===== src/rtl/mips_id_ex_stage.sv =====
// ID/EX pipeline register with EX-side forwarding muxes, PC/IF-ID write gating
// and a saturating stall-cycle counter.
module mips_id_ex_stage #(
    parameter int DATA_W = 32,
    parameter int CNT_W  = 16
) (
    input  logic              clk_i,
    input  logic              rst_i,
    input  logic              stall_i,
    input  logic              flush_i,
    input  logic              id_valid_i,
    input  logic [DATA_W-1:0] id_rs_data_i,
    input  logic [DATA_W-1:0] id_rt_data_i,
    input  logic [DATA_W-1:0] id_imm_i,
    input  logic [4:0]        id_write_reg_i,
    input  logic              id_RegWrite_i,
    input  logic              id_MemRead_i,
    input  logic              id_MemWrite_i,
    input  logic              id_ALUSrc_i,
    input  logic [3:0]        id_alu_ctrl_i,
    input  logic [1:0]        id_Asrc_i,
    input  logic [1:0]        id_Bsrc_i,
    input  logic [DATA_W-1:0] exmem_alu_result_i,
    input  logic [DATA_W-1:0] memwb_write_data_i,
    output logic              pc_write_o,
    output logic              ifid_write_o,
    output logic              ex_valid_o,
    output logic [4:0]        ex_write_reg_o,
    output logic              ex_RegWrite_o,
    output logic              ex_MemRead_o,
    output logic              ex_MemWrite_o,
    output logic [3:0]        ex_alu_ctrl_o,
    output logic [DATA_W-1:0] ex_alu_a_o,
    output logic [DATA_W-1:0] ex_alu_b_o,
    output logic [DATA_W-1:0] ex_store_data_o,
    output logic [CNT_W-1:0]  stall_count_o
);

    logic              bubble;
    logic              valid_reg;
    logic              regwrite_reg;
    logic              memread_reg;
    logic              memwrite_reg;
    logic              alusrc_reg;
    logic [4:0]        write_reg_reg;
    logic [3:0]        alu_ctrl_reg;
    logic [1:0]        asrc_reg;
    logic [1:0]        bsrc_reg;
    logic [DATA_W-1:0] rs_data_reg;
    logic [DATA_W-1:0] rt_data_reg;
    logic [DATA_W-1:0] imm_reg;
    logic [CNT_W-1:0]  stall_count_reg;
    logic [CNT_W-1:0]  stall_count_next;

    // Flush only kills the ID instruction; the PC keeps advancing to the new target.
    assign pc_write_o   = ~stall_i;
    assign ifid_write_o = ~stall_i;
    assign bubble       = stall_i | flush_i | ~id_valid_i;

    always_ff @(posedge clk_i) begin
        if (rst_i) begin
            valid_reg     <= 1'b0;
            regwrite_reg  <= 1'b0;
            memread_reg   <= 1'b0;
            memwrite_reg  <= 1'b0;
            alusrc_reg    <= 1'b0;
            write_reg_reg <= '0;
            alu_ctrl_reg  <= '0;
            asrc_reg      <= '0;
            bsrc_reg      <= '0;
            rs_data_reg   <= '0;
            rt_data_reg   <= '0;
            imm_reg       <= '0;
        end else if (bubble) begin
            valid_reg     <= 1'b0;
            regwrite_reg  <= 1'b0;
            memread_reg   <= 1'b0;
            memwrite_reg  <= 1'b0;
            alusrc_reg    <= 1'b0;
            write_reg_reg <= '0;
            alu_ctrl_reg  <= '0;
            asrc_reg      <= '0;
            bsrc_reg      <= '0;
            rs_data_reg   <= '0;
            rt_data_reg   <= '0;
            imm_reg       <= '0;
        end else begin
            valid_reg     <= 1'b1;
            regwrite_reg  <= id_RegWrite_i;
            memread_reg   <= id_MemRead_i;
            memwrite_reg  <= id_MemWrite_i;
            alusrc_reg    <= id_ALUSrc_i;
            write_reg_reg <= id_write_reg_i;
            alu_ctrl_reg  <= id_alu_ctrl_i;
            asrc_reg      <= id_Asrc_i;
            bsrc_reg      <= id_Bsrc_i;
            rs_data_reg   <= id_rs_data_i;
            rt_data_reg   <= id_rt_data_i;
            imm_reg       <= id_imm_i;
        end
    end

    // Saturating increment: hold at all-ones instead of wrapping.
    always_comb begin
        stall_count_next = stall_count_reg;
        if (stall_i && (stall_count_reg != {CNT_W{1'b1}})) begin
            stall_count_next = stall_count_reg + 1'b1;
        end
    end

    always_ff @(posedge clk_i) begin
        if (rst_i) begin
            stall_count_reg <= '0;
        end else begin
            stall_count_reg <= stall_count_next;
        end
    end

    // Index 0 is the rs/A path, index 1 the rt/B path; select 11 falls back to register data.
    logic [1:0]        fwd_sel  [2];
    logic [DATA_W-1:0] reg_data [2];
    logic [DATA_W-1:0] fwd_data [2];

    assign fwd_sel[0]  = asrc_reg;
    assign fwd_sel[1]  = bsrc_reg;
    assign reg_data[0] = rs_data_reg;
    assign reg_data[1] = rt_data_reg;

    generate
        for (genvar gi = 0; gi < 2; gi++) begin : g_fwd
            always_comb begin
                fwd_data[gi] = reg_data[gi];
                case (fwd_sel[gi])
                    2'b01:   fwd_data[gi] = exmem_alu_result_i;
                    2'b10:   fwd_data[gi] = memwb_write_data_i;
                    default: fwd_data[gi] = reg_data[gi];
                endcase
            end
        end
    endgenerate

    assign ex_valid_o      = valid_reg;
    assign ex_write_reg_o  = write_reg_reg;
    assign ex_RegWrite_o   = regwrite_reg;
    assign ex_MemRead_o    = memread_reg;
    assign ex_MemWrite_o   = memwrite_reg;
    assign ex_alu_ctrl_o   = alu_ctrl_reg;
    assign ex_alu_a_o      = fwd_data[0];
    assign ex_store_data_o = fwd_data[1];
    assign ex_alu_b_o      = alusrc_reg ? imm_reg : fwd_data[1];
    assign stall_count_o   = stall_count_reg;

endmodule

===== config.mk =====
export PLATFORM = sky130hd
export DESIGN_NAME = mips_id_ex_stage
export DESIGN_NICKNAME = d
export VERILOG_FILES = /design/src/rtl/mips_id_ex_stage.sv
export SDC_FILE = /design/constraint.sdc
export NUM_CORES = 1
export LEC_CHECK = 0
export CAP_MARGIN = 20
export CORE_AREA = 2 2 121 123
export DETAILED_ROUTE_END_ITERATION = 12
export DIE_AREA = 0 0 123 125
export PLACE_DENSITY_LB_ADDON = 0.25
export SLEW_MARGIN = 10
export SYNTH_ARGS = -nofsm -noshare
export SYNTH_HDL_FRONTEND = slang
export SYNTH_SLANG_ARGS = --single-unit

===== constraint.sdc =====
create_clock -name clk_i -period 3.9 [get_ports clk_i]
set_input_delay 0.39 -clock clk_i [delete_from_list [all_inputs] [get_ports clk_i]]
set_output_delay 0.39 -clock clk_i [all_outputs]
set_load 0.01 [all_outputs]

======== Yosys cells after proc, flatten, opt, wreduce, memory -nomap -nowiden ========
Index checks and enable logic that the tools add are counted.
word-level totals
  flip-flop bits (word level) ............. 130
  logic and storage cells ................. 29
cells by class
  add/sub/neg operators ................... 1
  equality and inequality tests ........... 5
  multiplexer cells ....................... 4
  bitwise gates (word level) .............. 4
  reduce and logical (&&, ||, !) cells .... 2
operator list
  operator                                                                number
  32-bit one-hot mux with 2 select lines                                  2
  32-bit 2-to-1 mux                                                       1
  16-bit by 1-bit adder with 16-bit output (second input constant)        1
  16-bit inequality test (second input constant)                          1
  2-bit by 1-bit equality test with 1-bit output (second input constant)  2
  2-bit equality test (second input constant)                             2
  1-bit inverter                                                          2
  1-bit OR                                                                2
  2-bit OR reduction                                                      1
  1-bit logical AND                                                       1
  1-bit 2-to-1 mux                                                        1

======== Depth between registers and ports, before layout ========
  depth after elaboration ................. 3
  gate-level depth with buffers ........... 7
  gate-level depth less buffers ........... 5

======== Worst setup path before layout ========
Ideal clock, no wire load.
  path type ............................... register -> output
  start point ............................. register bsrc_reg[0]
  end point ............................... output ex_alu_b_o[12]
  arrival ................................. 1.627 ns
  required time ........................... 3.510 ns
  slack ................................... 1.883 ns
  cell stages (with the launch flop) ...... 7
  path buffers ............................ 2
  cell sequence ........................... dfxtp_1 inv_1 ha_1 clkbuf_1 clkbuf_1 o21ai_0 mux2_2
between the ends
  cells in the longest elaborated chain, start to end .. 3
  elaborated cells on any way between the ends .. 4
  classes of those cells .................. eq/ne: 2; mux: 2
RTL lines
  item                                                                                          RTL line  text
  start: declaration                                                                            48        logic [1:0] bsrc_reg;
  start signal: assignment                                                                      96        bsrc_reg <= id_Bsrc_i;
  2-bit equality test / 2-bit by 1-bit equality test with 1-bit output (equally long branches)  133       case (fwd_sel[gi])
  32-bit one-hot mux with 2 select lines *                                                      133
  via ex_store_data_o[12]                                                                       35        output logic [DATA_W-1:0] ex_store_data_o,
  32-bit 2-to-1 mux *                                                                           150       assign ex_alu_b_o = alusrc_reg ? imm_reg : fwd_data[1];
  end: declaration                                                                              34        output logic [DATA_W-1:0] ex_alu_b_o,
The timed path passes the listed nets; every way through them passes the cells marked *.

======== Worst setup path after layout ========
  start point ............................. register bsrc_reg[0]
  end point ............................... output ex_alu_b_o[29]
between the ends
  cells in the longest elaborated chain, start to end .. 3
  elaborated cells on any way between the ends .. 4
  classes of those cells .................. eq/ne: 2; mux: 2
RTL lines
  item                                                                                          RTL line
  2-bit equality test / 2-bit by 1-bit equality test with 1-bit output (equally long branches)  133
  32-bit one-hot mux with 2 select lines *                                                      133
  32-bit 2-to-1 mux *                                                                           150
Every way passes the cells marked *; elsewhere a longest branch is shown, timed or not.

==> results.md <==
* CTS Buf Count at 17
* Most used DFF post-synth: dfxtp_1
* Crit path time final at 3180 ps
* DRC violations left at 0
* Period utilization at 0.815
* Synth Area in Simple Gates at 0.224
* Area share of fa/ha/maj cells after synthesis at 0.0115
* Fmax at around 310 MHz
* Crit Path Class: flip-flop to output pin
* Area growth syn-to-layout at 70.2%
* Layout Nets at roughly 1,100
* Pwr dens at around 370 nW/µm²
* Fill count at ~1,200
* CTS root buffer: clkbuf_16
* DIE HEIGHT at about 130 µm
* Dpl cells at 1,053
* Slew margin rel. at 0.344
* CP max stage delay at roughly 720 ps
* Synth Area in Compound Gates at 0.173
* Final wirelength at roughly 20,000 µm
* RePlAce Congestion at 0.930
* Buf/Inv on CP at 3
* CTS Buffer Depth at 2
* Core ar. at 14,200 µm²
* Final Power at around 0.0034 W
* Clk slew on worst S/H paths at 60 ps
* Die area at 15,400 µm²
* Die width at ~120 µm
* Critical path endpoint: ex_alu_b_o[29]
* PortBufs at ~300
* GR Util All Layers at 0.261
* Cell count of the worst reg-to-reg path at 4
* Worst-path fanout max at 37
* FP Rows at 44
* Maxcap violations at 0
* Num ports at approximately 310
* Largest net degree at the start of global routing at between 100 and 150
* Syn_nets at 789
* Number of global-route vias before repair at 5,545
* Hold Fails Final Rpt at 0
* First drt pass iteration count at 5
* EDFF count, synth at 0
* DR vias/cell at 5.14
* Final cell count without fillers at ~1,100
* Yosys cell types at 33
* Crit path DAT at around 2800 ps
* Crit path launch: bsrc_reg[0]
* Post CTS Setup Buffer Count at 0
* Worst slew pin tran at 984 ps
* Cells after Synth at 602
* Antenna violations before repair at 1
* Initial DRC Count at around 350
* WP data required at approximately 3500 ps
* Run status: completed
* Hold-fix buffers, CTS at 0
* CP max stage cell: ha_2
* Initial cell density of the core at 0.383
* Commonest non-fill, non-tap cell in the layout: clkdlybuf4s50_1
* Setup TNS Final at 0 ps
* Clock Sinks at 130
* CP delay by family, top: buffers and inverters
* R2r endpoint: stall_count_o[11]
* Nature of the critical path startpoint: flip-flop
* Vias at approximately 5,600
* First-pass GRT wire length at 30,600 µm
* Congestion Overflow GR at 0
* CTS tree: built
* Main combinational cell family by area after synthesis: simple AND/OR/NAND/NOR gates
* Worst-Skew Late Latency at about 420 ps
* Leakage at roughly 3.3 nW
* WL per Instance at approximately 19 µm
* DP HPWL at between 10,000 and 15,000 µm
* XOR/XNOR share of the synthesized area at 0.00322
* Final setup fails at 0
* Synth warn at 0
* Slack of the worst reg-to-reg path at ~1800 ps
* VDD IR-drop max at around 0.31 mV
* Cts repair resizes at 0
* Most frequent cells in the layout: clkdlybuf4s50_1 (308), dfxtp_1 (130), and2_1 (114), nand2_1 (70), o21ai_0 (70)
* RSZ-0062 raised after global routing: false
* Mux contribution to synthesized area at 0.0717
* DRT antenna net count at 0
* H-tree Lvls at 4
* Sequential fraction of the synthesis area at 0.478
* CP cell instances: inv_1, ha_2, buf_4, o21ai_0, mux2_2, clkdlybuf4s50_1
* Worst reg2reg startpoint: stall_count_o[2]
* Mean Syn Cell Area at 9.05 µm²
* #FFs+latches synth at 130
* Post-synth ARST share at 0
* Synth Cell Area at 5450 µm²
* Max Slew Vio Count at 0
* Hold/Removal Path Class: primary input to flip-flop
* Instance count on the critical path at 6
* Crit. End Element: output pin
* Clock Skew at between 5 and 6 ps
* Layout cell share with drive strength beyond 1 at 0.0821
-- synth_stat cells (4+ instances only) --
library cell  number  area (µm²)
inv_1              8        30.0
a22oi_1           64         480
ha_1               5        62.6
nand4_1            7        43.8
o21ai_0           70         350
and2_1           114         713
nor3_1             4        20.0
or3_1              4        25.0
mux2_2            32         360
clkbuf_1          43         161
nor2_1             7        26.3
dfxtp_1          130        2600
nor4_1             5        31.3
a21oi_1            8        40.0
nand2_1           70         263
-- kinds of logic after synthesis --
| family | Yosys count |
|---|---|
| and+or+nand+nor | 224 |
| xor gates and xnor gates | 2 |
| AOI/OAI and AO/OA | 151 |
| DFF | 130 |
| buffers and inverters | 55 |
| adders and majority gates | 5 |
| muxes | 35 |
-- layer usage --
metal  track usage  vias to the layer above  part of all wire
li1              -                     2662                 -
met2         0.444                      285              0.49
met5             0                        -                 0
met1         0.295                     2582              0.38
met4         0.114                        0             0.040
met3        0.0862                       54             0.093
-- metrics by stage --
stage               area [µm²]  setup WS, ps  hold WS [ps]   util
floorplan                 5450          1880           512      -
global placement          8640          1140           519  0.608
detailed placement        8640          1150           536  0.608
CTS                       9270           693           517  0.652
global route              9270           532           524  0.653
finish                    9270           722           531  0.653
-- power breakdown --
group	switching [W]	leakage [nW]	internal [W]
logic	0.000112	1.97	0.000231
registers	0.00000970	1.05	0.00135
clock network	0.000583	0.306	0.00112
total	0.000704	3.33	0.00270
-- layout make-up --
type,instances,area (µm²),area share
Timing Repair Buffer,314,3130,0.337
Multi-Input combinational cell,417,2650,0.286
Sequential cell,130,2600,0.281
Clock buffer,22,474,0.0512
Tap cell,184,230,0.0248
Clock inverter,10,155,0.0167
Inverter,8,30.0,0.00324
Antenna cell,1,2.50,0.000270
-- how the worst min path moves through the flow --
| stage | startpoint | end | slack, ps | cells past startpoint |
|---|---|---|---|---|
| 2_1_floorplan | id_ALUSrc_i | alusrc_reg | 510 | 1 |
| 6_report | id_MemWrite_i | ex_MemWrite_o | 530 | 2 |
| 3_5_place_dp | stall_count_o[3] | stall_count_o[3] | 540 | 2 |
| 3_3_place_gp | stall_count_o[4] | stall_count_o[4] | 520 | 2 |
| 4_1_cts | id_alu_ctrl_i[0] | ex_alu_ctrl_o[0] | 520 | 2 |
| 5_1_grt | id_imm_i[4] | imm_reg[4] | 520 | 2 |
Note: power is estimated with default switching activity, not from simulation.
